==> src/rtl/video_ram_writer_if.sv <==
// Pixel valid/ready handshake between the fractal engine
// and the video RAM writer.
interface video_ram_writer_if #(
    parameter int unsigned HCW  = 12,
    parameter int unsigned VCW  = 12,
    parameter int unsigned IMDW = 8
);
    logic            in_vld;
    logic            in_rdy;
    logic [HCW-1:0]  in_x;
    logic [VCW-1:0]  in_y;
    logic [IMDW-1:0] in_dat;

    modport master (
        output in_vld, in_x, in_y, in_dat,
        input  in_rdy
    );

    modport slave (
        input  in_vld, in_x, in_y, in_dat,
        output in_rdy
    );
endinterface

==> src/rtl/video_ram_writer.sv <==
// Write-side front end of the video index RAM: pixel FIFO + frame clear.
// Drop statistics enabled by VIDEO_RAM_WRITER_STATS_EN.
module video_ram_writer #(
    parameter int unsigned H_ACTIVE = 800,
    parameter int unsigned V_ACTIVE = 600,
    parameter int unsigned HCW      = 12,
    parameter int unsigned VCW      = 12,
    parameter int unsigned IMAW     = 19,
    parameter int unsigned IMDW     = 8,
    parameter int unsigned FD       = 4
) (
    input  logic             clk,
    input  logic             rst,
    input  logic             clk_en_i,
    input  logic             clr_i,
    input  logic [IMDW-1:0]  clr_val_i,
    video_ram_writer_if.slave pix,
    output logic             busy_o,
    output logic             done_o,
    output logic [15:0]      drop_cnt_o,
    output logic             vram_we_o,
    output logic [IMAW-1:0]  vram_adr_w_o,
    output logic [IMDW-1:0]  vram_dat_w_o
);
    localparam int unsigned PW   = $clog2(FD);
    localparam int unsigned CW   = PW + 1;
    localparam int unsigned LW   = HCW + VCW + 32;
    localparam int unsigned KW   = IMAW + 1;
    localparam int unsigned NPIX = H_ACTIVE * V_ACTIVE;
    localparam int unsigned EW   = IMAW + IMDW;

    localparam logic [1:0] S_RUN   = 2'd0;
    localparam logic [1:0] S_DRAIN = 2'd1;
    localparam logic [1:0] S_CLEAR = 2'd2;

    logic [1:0]      state_q, state_d;
    logic            s1_vld_q;
    logic [IMAW-1:0] s1_adr_q;
    logic [IMDW-1:0] s1_dat_q;
    logic [EW-1:0]   mem_q [FD];
    logic [PW-1:0]   wp_q, rp_q;
    logic [CW-1:0]   cnt_q;
    logic [KW-1:0]   clr_cnt_q, clr_cnt_d;
    logic [IMDW-1:0] clr_val_q;
    logic            we_q, we_d;
    logic [IMAW-1:0] adr_q, adr_d;
    logic [IMDW-1:0] dat_q, dat_d;
    logic            done_q, done_d;
    logic            xfer, in_range, push, pop;
    logic [IMAW-1:0] lin_adr;

    // product and sum at full width, truncated only at the end
    assign lin_adr = IMAW'(LW'(pix.in_y) * LW'(H_ACTIVE)
                     + LW'(pix.in_x));
    assign in_range = (LW'(pix.in_x) < LW'(H_ACTIVE))
                   && (LW'(pix.in_y) < LW'(V_ACTIVE));

    assign pix.in_rdy = (state_q == S_RUN) && clk_en_i
                     && ((cnt_q + CW'(s1_vld_q)) < CW'(FD));
    assign xfer = pix.in_vld && pix.in_rdy;
    assign push = s1_vld_q;
    assign pop  = (state_q != S_CLEAR) && (cnt_q != '0);

    always_comb begin
        state_d   = state_q;
        clr_cnt_d = clr_cnt_q;
        we_d      = 1'b0;
        adr_d     = adr_q;
        dat_d     = dat_q;
        done_d    = 1'b0;
        unique case (state_q)
            S_RUN, S_DRAIN: begin
                if (pop) begin
                    we_d           = 1'b1;
                    {adr_d, dat_d} = mem_q[rp_q];
                end
                if (state_q == S_RUN && clr_i) begin
                    state_d = S_DRAIN;
                end
                if (state_q == S_DRAIN && !s1_vld_q
                    && cnt_q == '0) begin
                    state_d   = S_CLEAR;
                    clr_cnt_d = '0;
                end
            end
            S_CLEAR: begin
                // one idle cycle after the last write hands back to RUN
                if (clr_cnt_q == KW'(NPIX)) begin
                    state_d = S_RUN;
                end else begin
                    we_d      = 1'b1;
                    adr_d     = clr_cnt_q[IMAW-1:0];
                    dat_d     = clr_val_q;
                    done_d    = (clr_cnt_q == KW'(NPIX - 1));
                    clr_cnt_d = clr_cnt_q + KW'(1);
                end
            end
            default: state_d = S_RUN;
        endcase
    end

    always_ff @(posedge clk or posedge rst) begin
        if (rst) begin
            state_q   <= S_RUN;
            s1_vld_q  <= 1'b0;
            s1_adr_q  <= '0;
            s1_dat_q  <= '0;
            wp_q      <= '0;
            rp_q      <= '0;
            cnt_q     <= '0;
            clr_cnt_q <= '0;
            clr_val_q <= '0;
            we_q      <= 1'b0;
            adr_q     <= '0;
            dat_q     <= '0;
            done_q    <= 1'b0;
        end else if (clk_en_i) begin
            state_q   <= state_d;
            clr_cnt_q <= clr_cnt_d;
            we_q      <= we_d;
            adr_q     <= adr_d;
            dat_q     <= dat_d;
            done_q    <= done_d;
            s1_vld_q  <= xfer && in_range;
            if (xfer) begin
                s1_adr_q <= lin_adr;
                s1_dat_q <= pix.in_dat;
            end
            if (state_q == S_RUN && clr_i) begin
                clr_val_q <= clr_val_i;
            end
            if (push) begin
                wp_q <= wp_q + PW'(1);
            end
            if (pop) begin
                rp_q <= rp_q + PW'(1);
            end
            cnt_q <= cnt_q + CW'(push) - CW'(pop);
        end
    end

    always_ff @(posedge clk) begin
        if (clk_en_i && push) begin
            mem_q[wp_q] <= {s1_adr_q, s1_dat_q};
        end
    end

`ifdef VIDEO_RAM_WRITER_STATS_EN
    logic [15:0] drop_q;

    always_ff @(posedge clk or posedge rst) begin
        if (rst) begin
            drop_q <= '0;
        end else if (xfer && !in_range && drop_q != 16'hFFFF) begin
            drop_q <= drop_q + 16'd1;
        end
    end

    assign drop_cnt_o = drop_q;
`else
    assign drop_cnt_o = '0;
`endif

    assign busy_o = (state_q != S_RUN) || s1_vld_q
                 || (cnt_q != '0);
    assign done_o       = done_q;
    assign vram_we_o    = we_q;
    assign vram_adr_w_o = adr_q;
    assign vram_dat_w_o = dat_q;
endmodule

==> src/flat_wrapper.sv <==
// flat-port wrapper written by rule: the top's interface ports become plain ports
module video_ram_writer_flat 
#(
    parameter int unsigned H_ACTIVE = 800,
    parameter int unsigned V_ACTIVE = 600,
    parameter int unsigned HCW      = 12,
    parameter int unsigned VCW      = 12,
    parameter int unsigned IMAW     = 19,
    parameter int unsigned IMDW     = 8,
    parameter int unsigned FD       = 4
)
  (clk, rst, clk_en_i, clr_i, clr_val_i, busy_o, done_o, drop_cnt_o, vram_we_o, vram_adr_w_o, vram_dat_w_o, pix_in_vld, pix_in_x, pix_in_y, pix_in_dat, pix_in_rdy);
  video_ram_writer_if #(.HCW(HCW), .VCW(VCW), .IMDW(IMDW)) pix_i ();
  input  logic clk;
  input  logic rst;
  input  logic clk_en_i;
  input  logic clr_i;
  input  logic [IMDW-1:0] clr_val_i;
  output logic busy_o;
  output logic done_o;
  output logic [15:0] drop_cnt_o;
  output logic vram_we_o;
  output logic [IMAW-1:0] vram_adr_w_o;
  output logic [IMDW-1:0] vram_dat_w_o;
  input wire logic [$bits(pix_i.in_vld)-1:0] pix_in_vld;
  input wire logic [$bits(pix_i.in_x)-1:0] pix_in_x;
  input wire logic [$bits(pix_i.in_y)-1:0] pix_in_y;
  input wire logic [$bits(pix_i.in_dat)-1:0] pix_in_dat;
  output wire logic [$bits(pix_i.in_rdy)-1:0] pix_in_rdy;
  assign pix_i.in_vld = pix_in_vld;
  assign pix_i.in_x = pix_in_x;
  assign pix_i.in_y = pix_in_y;
  assign pix_i.in_dat = pix_in_dat;
  assign pix_in_rdy = pix_i.in_rdy;
  video_ram_writer #(.H_ACTIVE(H_ACTIVE), .V_ACTIVE(V_ACTIVE), .HCW(HCW), .VCW(VCW), .IMAW(IMAW), .IMDW(IMDW), .FD(FD)) u_core (.clk(clk), .rst(rst), .clk_en_i(clk_en_i), .clr_i(clr_i), .clr_val_i(clr_val_i), .pix(pix_i), .busy_o(busy_o), .done_o(done_o), .drop_cnt_o(drop_cnt_o), .vram_we_o(vram_we_o), .vram_adr_w_o(vram_adr_w_o), .vram_dat_w_o(vram_dat_w_o));
endmodule
==> config.mk <==
export PLATFORM = sky130hd
export DESIGN_NAME = video_ram_writer_flat
export DESIGN_NICKNAME = d
export VERILOG_FILES = /design/src/rtl/video_ram_writer_if.sv /design/src/rtl/video_ram_writer.sv /design/src/flat_wrapper.sv
export SDC_FILE = /design/constraint.sdc
export NUM_CORES = 1
export LEC_CHECK = 0
export ABC_CLOCK_PERIOD_IN_PS = 4800
export BUFFER_PORTS_ARGS = -buffer_cell sky130_fd_sc_hd__buf_2
export CAP_MARGIN = 40
export CORE_MARGIN = 5
export CORE_UTILIZATION = 50
export CTS_CLUSTER_SIZE = 30
export DETAILED_ROUTE_END_ITERATION = 6
export GPL_ROUTABILITY_DRIVEN = 0
export PLACE_DENSITY = 0.69
export REMOVE_ABC_BUFFERS = 1
export SLEW_MARGIN = 20
export SYNTH_ARGS = -nofsm -noshare
export SYNTH_HDL_FRONTEND = slang
export SYNTH_SLANG_ARGS = --single-unit
==> constraint.sdc <==
create_clock -name clk -period 4.8 [get_ports clk]
set_input_delay 1.2 -clock clk [delete_from_list [all_inputs] [get_ports clk]]
set_output_delay 1.2 -clock clk [all_outputs]
set_load 0.05 [all_outputs]
After elaboration in Yosys (flattened, before gate mapping)
Memory sizes are Yosys's and may differ from the RTL's.
Index checks and enable logic that the tools add are counted.
{"block": "word_totals", "reg_bits": 94, "ram_bits": 108, "input_bits": 45, "output_inout_bits": 47, "wordCells": 80, "memories": 1}
{"memory": "u_core.mem_q", "depth": 4, "width": 27, "read_ports": 1, "rd_clocked_by_memory_dff": 0, "wr": 1, "line_no": "video_ram_writer.sv:40", "text": "logic [EW-1:0] mem_q [FD];"}
{"block": "classes", "add_sub_neg": 6, "mul": 1, "magnitude_cmp": 3, "n_eq_ne": 10, "n_mux": 20, "reduce_logical": 26}
{"operator": "== test 20 x 19 -> 1 bit (second input constant)", "count": 2}
{"operator": "2-to-1 mux 20 bit", "count": 2}
{"operator": "one-hot mux 20 bit (2 select lines)", "count": 1}
{"operator": "2-to-1 mux 19 bit", "count": 2}
{"operator": "one-hot mux 19 bit (2 select lines)", "count": 1}
{"operator": "less-than comparator 12 x 10 -> 1 bit (second input constant)", "count": 2}
{"operator": "adder 20 x 1 -> 20 bit (second input constant)", "count": 1}
{"operator": "adder 19 x 12 -> 19 bit", "count": 1}
{"operator": "2-to-1 mux 8 bit", "count": 2}
{"operator": "one-hot mux 8 bit (2 select lines)", "count": 1}
{"operator": "multiplier 12 x 5 -> 14 bit (second input constant)", "count": 1}
{"operator": "logical AND 1 bit", "count": 10}
{"operator": "AND reduction 2 bit", "count": 4}
{"operator": "AND reduction 4 bit", "count": 2}
{"operator": "2-to-1 mux 1 bit", "count": 6}
{"operator": "2-to-1 mux 2 bit", "count": 3}
{"operator": "inequality test 2 x 1 -> 1 bit (second input constant)", "count": 3}
{"operator": "adder 2 x 1 -> 2 bit (second input constant)", "count": 2}
{"operator": "inequality test 2 bit (second input constant)", "count": 2}
{"operator": "one-hot mux 2 bit (2 select lines)", "count": 1}
{"operator": "nonzero test 2 bit", "count": 2}
{"operator": "adder 3 x 1 -> 3 bit", "count": 1}
{"operator": "zero test 3 bit", "count": 1}
{"operator": "less-than comparator 3 bit (second input constant)", "count": 1}
{"operator": "other kinds (11)", "count": 12}

Logic depth before layout (Yosys ltp)
{"block": "logic_depth", "depth_word": 5, "ltp_mapped": 15, "depth_no_buf": 15}

Worst setup path before layout
OpenSTA, ideal clock, no wires.
{"block": "synth_timing", "path_kind": "input -> register", "start": "input pix_in_y[1]", "end": "register u_core.s1_adr_q[16]", "setup_ns": 0.125, "arrival_time_ns": 4.026, "required_ns": 4.675, "setup_slack_ns": 0.649, "stages": 14, "path_buffers": 0, "path_cell_list": "ha_1 -> ha_1 -> ha_1 -> inv_1 -> fa_1 -> inv_1 -> ha_1 -> or4_1 -> o21ai_0 -> a21oi_1 -> nand3_1 -> nor2_1 -> xnor2_1 -> mux2_2"}
{"block": "synth_via", "elab_chain_len": 2}
{"element": "start: declaration", "line_no": "flat_wrapper.sv:27", "text": "input wire logic [$bits(pix_i.in_y)-1:0] pix_in_y;"}
{"element": "multiplier 12 x 5 -> 14 bit", "line_no": "video_ram_writer.sv:53", "text": "assign lin_adr = IMAW'(LW'(pix.in_y) * LW'(H_ACTIVE)"}
{"element": "adder 19 x 12 -> 19 bit", "line_no": "video_ram_writer.sv:54", "text": "+ LW'(pix.in_x));"}
{"element": "end signal: assignment", "line_no": "video_ram_writer.sv:126", "text": "s1_adr_q <= lin_adr;"}
{"element": "end: declaration", "line_no": "video_ram_writer.sv:38", "text": "logic [IMAW-1:0] s1_adr_q;"}
Every way passes these cells.
A chain may end at the register's enable or synchronous reset.

Final worst setup path
{"block": "layout_timing", "start": "input pix_in_y[5]", "end": "register u_core.s1_adr_q[17]"}
The elaborated chain is that of the path after synthesis.

==> impl_metrics.py <==
metrics = {
    "outcome": {
        "status": "completed",
    },
    "finish": {
        "fin_area_mm2": 0.0112,
        "area_growth_pct": 14.8,
        "multi_input_area_mm2": 0.00378,
        "nets": 920,
        "regArea_mm2": 0.00560,
        "diodes": 0,
        "final_cell_mix": "edfxtp_1 (108), dfrtp_1 (93), buf_2 (75)",
        "final_common_cell": "edfxtp_1",
        "drive_gt1_share_pct": 23.1,
        "fill_cells": 1557,
    },
    "clocking": {
        "ctsResizeCount": 0,
        "hold_buffers": 0,
        "numCtsBuffers": 21,
        "postCtsSetupBuffers": 0,
        "clk_latency_ns": 0.49,
        "clock-root-buffer": "clkbuf_16",
        "ctsHtreeMaxLevel": 1,
        "cts_tree": "done",
        "cts_sinks": 202,
        "clk_path_buf_depth": 3,
        "path_clk_slew_ns": 0.06,
    },
    "detailed_routing": {
        "drtAntennaViolNets": 0,
        "drt-total-wl_mm": 19.6,
        "first_pass_iters": 5,
        "drc": 0,
        "post_drt_wl_per_cell_um": 17.9,
        "drtIter0Drc": 377,
        "via_per_inst": 5.30,
        "dr_total_vias": 5804,
    },
    "grt": {
        "grt_pass1_wl_mm": 31.9,
        "grt_pass1_vias": 6236,
        "grt_max_degree": 46,
        "antenna_found_initial": 0,
        "grt_usage_pct": 18.0,
        "grt_overflow": 0,
    },
    "placed_design": {
        "place_hpwl_mm": 13.4,
        "buffer_ports.inserted": 75,
        "placed_area_mm2": 0.0104,
    },
    "min_path": {
        "min_path_type": "flop to flop",
        "hp-start": "u_core.vram_adr_w_o[1]$_DFFE_PP0P_",
    },
    "timing": {
        "worst_slew_pin_slew_ns": 0.789,
        "finalHoldViolCount": 0,
        "grt_setup_unrepaired": "no",
        "setup_viol": 0,
        "fin_crit_sh_pct": 82.9,
        "fin_skew_ns": 0.0135,
        "slew_violations": 0,
        "setup-tns-final_ns": 0,
        "fin_crit_ns": 3.98,
        "fmax_mhz": 251,
        "relSlewSlack_pct": 47.3,
    },
    "synthesis": {
        "synth-edff-count": 108,
        "ys.warnings.count": 0,
        "async_flop_share_pct": 46.5,
        "yosys_most_used_dff": "edfxtp_1",
        "seq_area_frac_synth_pct": 57.5,
        "postSynthAreaPerCell_um2": 13.3,
        "synth_area_mm2": 0.00972,
        "syn_inst": 729,
        "yosysTopAreaCellShare_pct": 33.4,
        "post-synth-top-area-cell": "edfxtp_1",
        "ys_ff_latch": 202,
        "synth_cell_types": 64,
        "synth_area_leaders": "edfxtp_1 (33%), dfrtp_1 (24%), ha_1 (6.4%)",
    },
    "pwr": {
        "p_leak_uw": 0.00483,
        "switchingPower_uw": 2140,
        "pwr-share-seq_pct": 42.2,
        "p_sw_share_pct": 35.1,
        "power.internal_uw": 3950,
        "p_comb_share_pct": 32.8,
        "pwr-share-clk_pct": 25.0,
        "p_per_area_mw_per_mm2": 545,
        "ir_worst_vdd_v": 0.000212,
    },
    "setup_path": {
        "cp_max_fo": 4,
        "worstSetupPathType": "primary input to flop",
        "cp.required_ns": 5.17,
        "crit_arrival_ns": 4.35,
        "startpoint_type": "primary input",
        "critPathCaptureType": "flop",
        "critPathLaunch": "pix_in_y[5]",
        "timing.rr.start": "u_core.clr_cnt_q[12]$_DFFE_PP0P_",
        "reg2reg_slack_ns": 2.37,
    },
    "run": {
        "cap_violations": 0,
    },
    "floorplanning": {
        "die_y_um": 149,
        "fp.dieW_um": 149,
        "core_area_mm2": 0.0193,
        "die_area_mm2": 0.0223,
        "rows": 51,
        "start_util_pct": 50.3,
        "pin_count": 92,
    },
}
power groups by stage:
stage | combinational, µW | clock, µW | sequential (µW)
5_1_grt | 2180 | 1610 | 2620
3_5_place_dp | 1990 | 0 | 2600
3_3_place_gp | 1860 | 0 | 2620
2_1_floorplan | 1060 | 0 | 2980
4_1_cts | 2000 | 1550 | 2570
6_report | 2000 | 1520 | 2570
per-stage QoR:
stage / total power [µW] / instances / hold WS (ns) / utilization [%] / setup slack, ns
floorplan: 4040 / 705 / 0.471 / - / 0.633
global placement: 4480 / 1050 / 0.457 / 53.4 / 0.387
detailed placement: 4600 / 1053 / 0.465 / 53.8 / 0.300
CTS: 6120 / 1090 / 0.478 / 57.1 / 0.825
global route: 6420 / 1096 / 0.509 / 57.7 / 0.603
finish: 6080 / 1096 / 0.471 / 57.7 / 0.821
worst paths after layout:
check                                                     endpoint  cells after the start
worst max-delay path               u_core.s1_adr_q[17]$_DFFE_PP0P_                     16
worst min-delay path            u_core.vram_adr_w_o[1]$_DFFE_PP0P_                      2
worst max register to register  u_core.vram_dat_w_o[6]$_DFFE_PP0P_                      7
worst min register to register  u_core.vram_adr_w_o[1]$_DFFE_PP0P_                      2
max in group asynchronous          u_core.s1_adr_q[10]$_DFFE_PP0P_                      4
min in group asynchronous           u_core.s1_dat_q[4]$_DFFE_PP0P_                      2
layout make-up:
| class | count | share of cell area, % |
|---|---|---|
| clock buffer | 30 | 5.10 |
| clock inverter | 7 | 0.639 |
| inverter | 55 | 1.87 |
| multi-input combinational | 448 | 33.9 |
| sequential | 202 | 50.1 |
| tap | 265 | 2.97 |
| timing repair buffer | 89 | 5.43 |
metal layers:
metal  track usage, %  routed length (µm)  vias to the layer above
li1                 -                   -                     2759
met1             22.9                8140                     2893
met2             33.0               10100                      129
met3             2.57                1100                       23
met4             3.71                 259                        0
met5                0                   0                        -
worst max-delay path, stage by stage:
cell      delay, ns
buf_2          0.13
inv_1          0.06
ha_1           0.27
inv_1          0.04
ha_1           0.28
inv_1          0.05
fa_1           0.49
inv_1          0.04
ha_1           0.33
a21o_1         0.20
or3b_1         0.39
o211ai_2       0.21
nand4_1        0.17
nor3_1         0.26
xor2_1         0.16
o21ai_1        0.06
cells in the mapped netlist (3+ instances only):
library cell / n
edfxtp_1: 108
dfrtp_1: 94
nand2_1: 61
inv_1: 55
ha_1: 50
nor2_1: 38
o21ai_0: 37
mux2_2: 27
mux4_2: 27
mux2i_1: 26
xnor2_1: 22
xor2_1: 22
buf_4: 16
a21oi_1: 15
clkbuf_1: 13
nand3_1: 11
o21ai_1: 10
fa_1: 8
buf_2: 6
a21o_1: 5
and3_1: 5
nand4_1: 5
nor2b_1: 5
nor3_1: 5
o21a_1: 5
nand2b_1: 3
nor4_1: 3
o31a_1: 3
state kept, by name, indices dropped and copies added, names as in the netlist:
register,count
u_core.wp_q,2
u_core.done_o,1
u_core.state_q,2
u_core.rp_q,2
u_core.s1_dat_q,8
u_core.push,1
u_core.vram_dat_w_o,8
u_core.cnt_q,3
u_core.vram_we_o,1
u_core.mem_q,108
u_core.vram_adr_w_o,19
u_core.clr_cnt_q,20
u_core.s1_adr_q,19
u_core.clr_val_q,8
kinds of logic after synthesis:
kind of cell | synth area share, %
AOI/OAI and AO/OA | 6.05
xor gates and xnor gates | 3.96
adders and majority gates | 8.08
buffers and inverters | 4.35
DFF | 57.5
muxes | 12.1
other | 0.0386
and+or+nand+nor | 7.91
No activity file was read; power rests on OpenSTA's default activity.
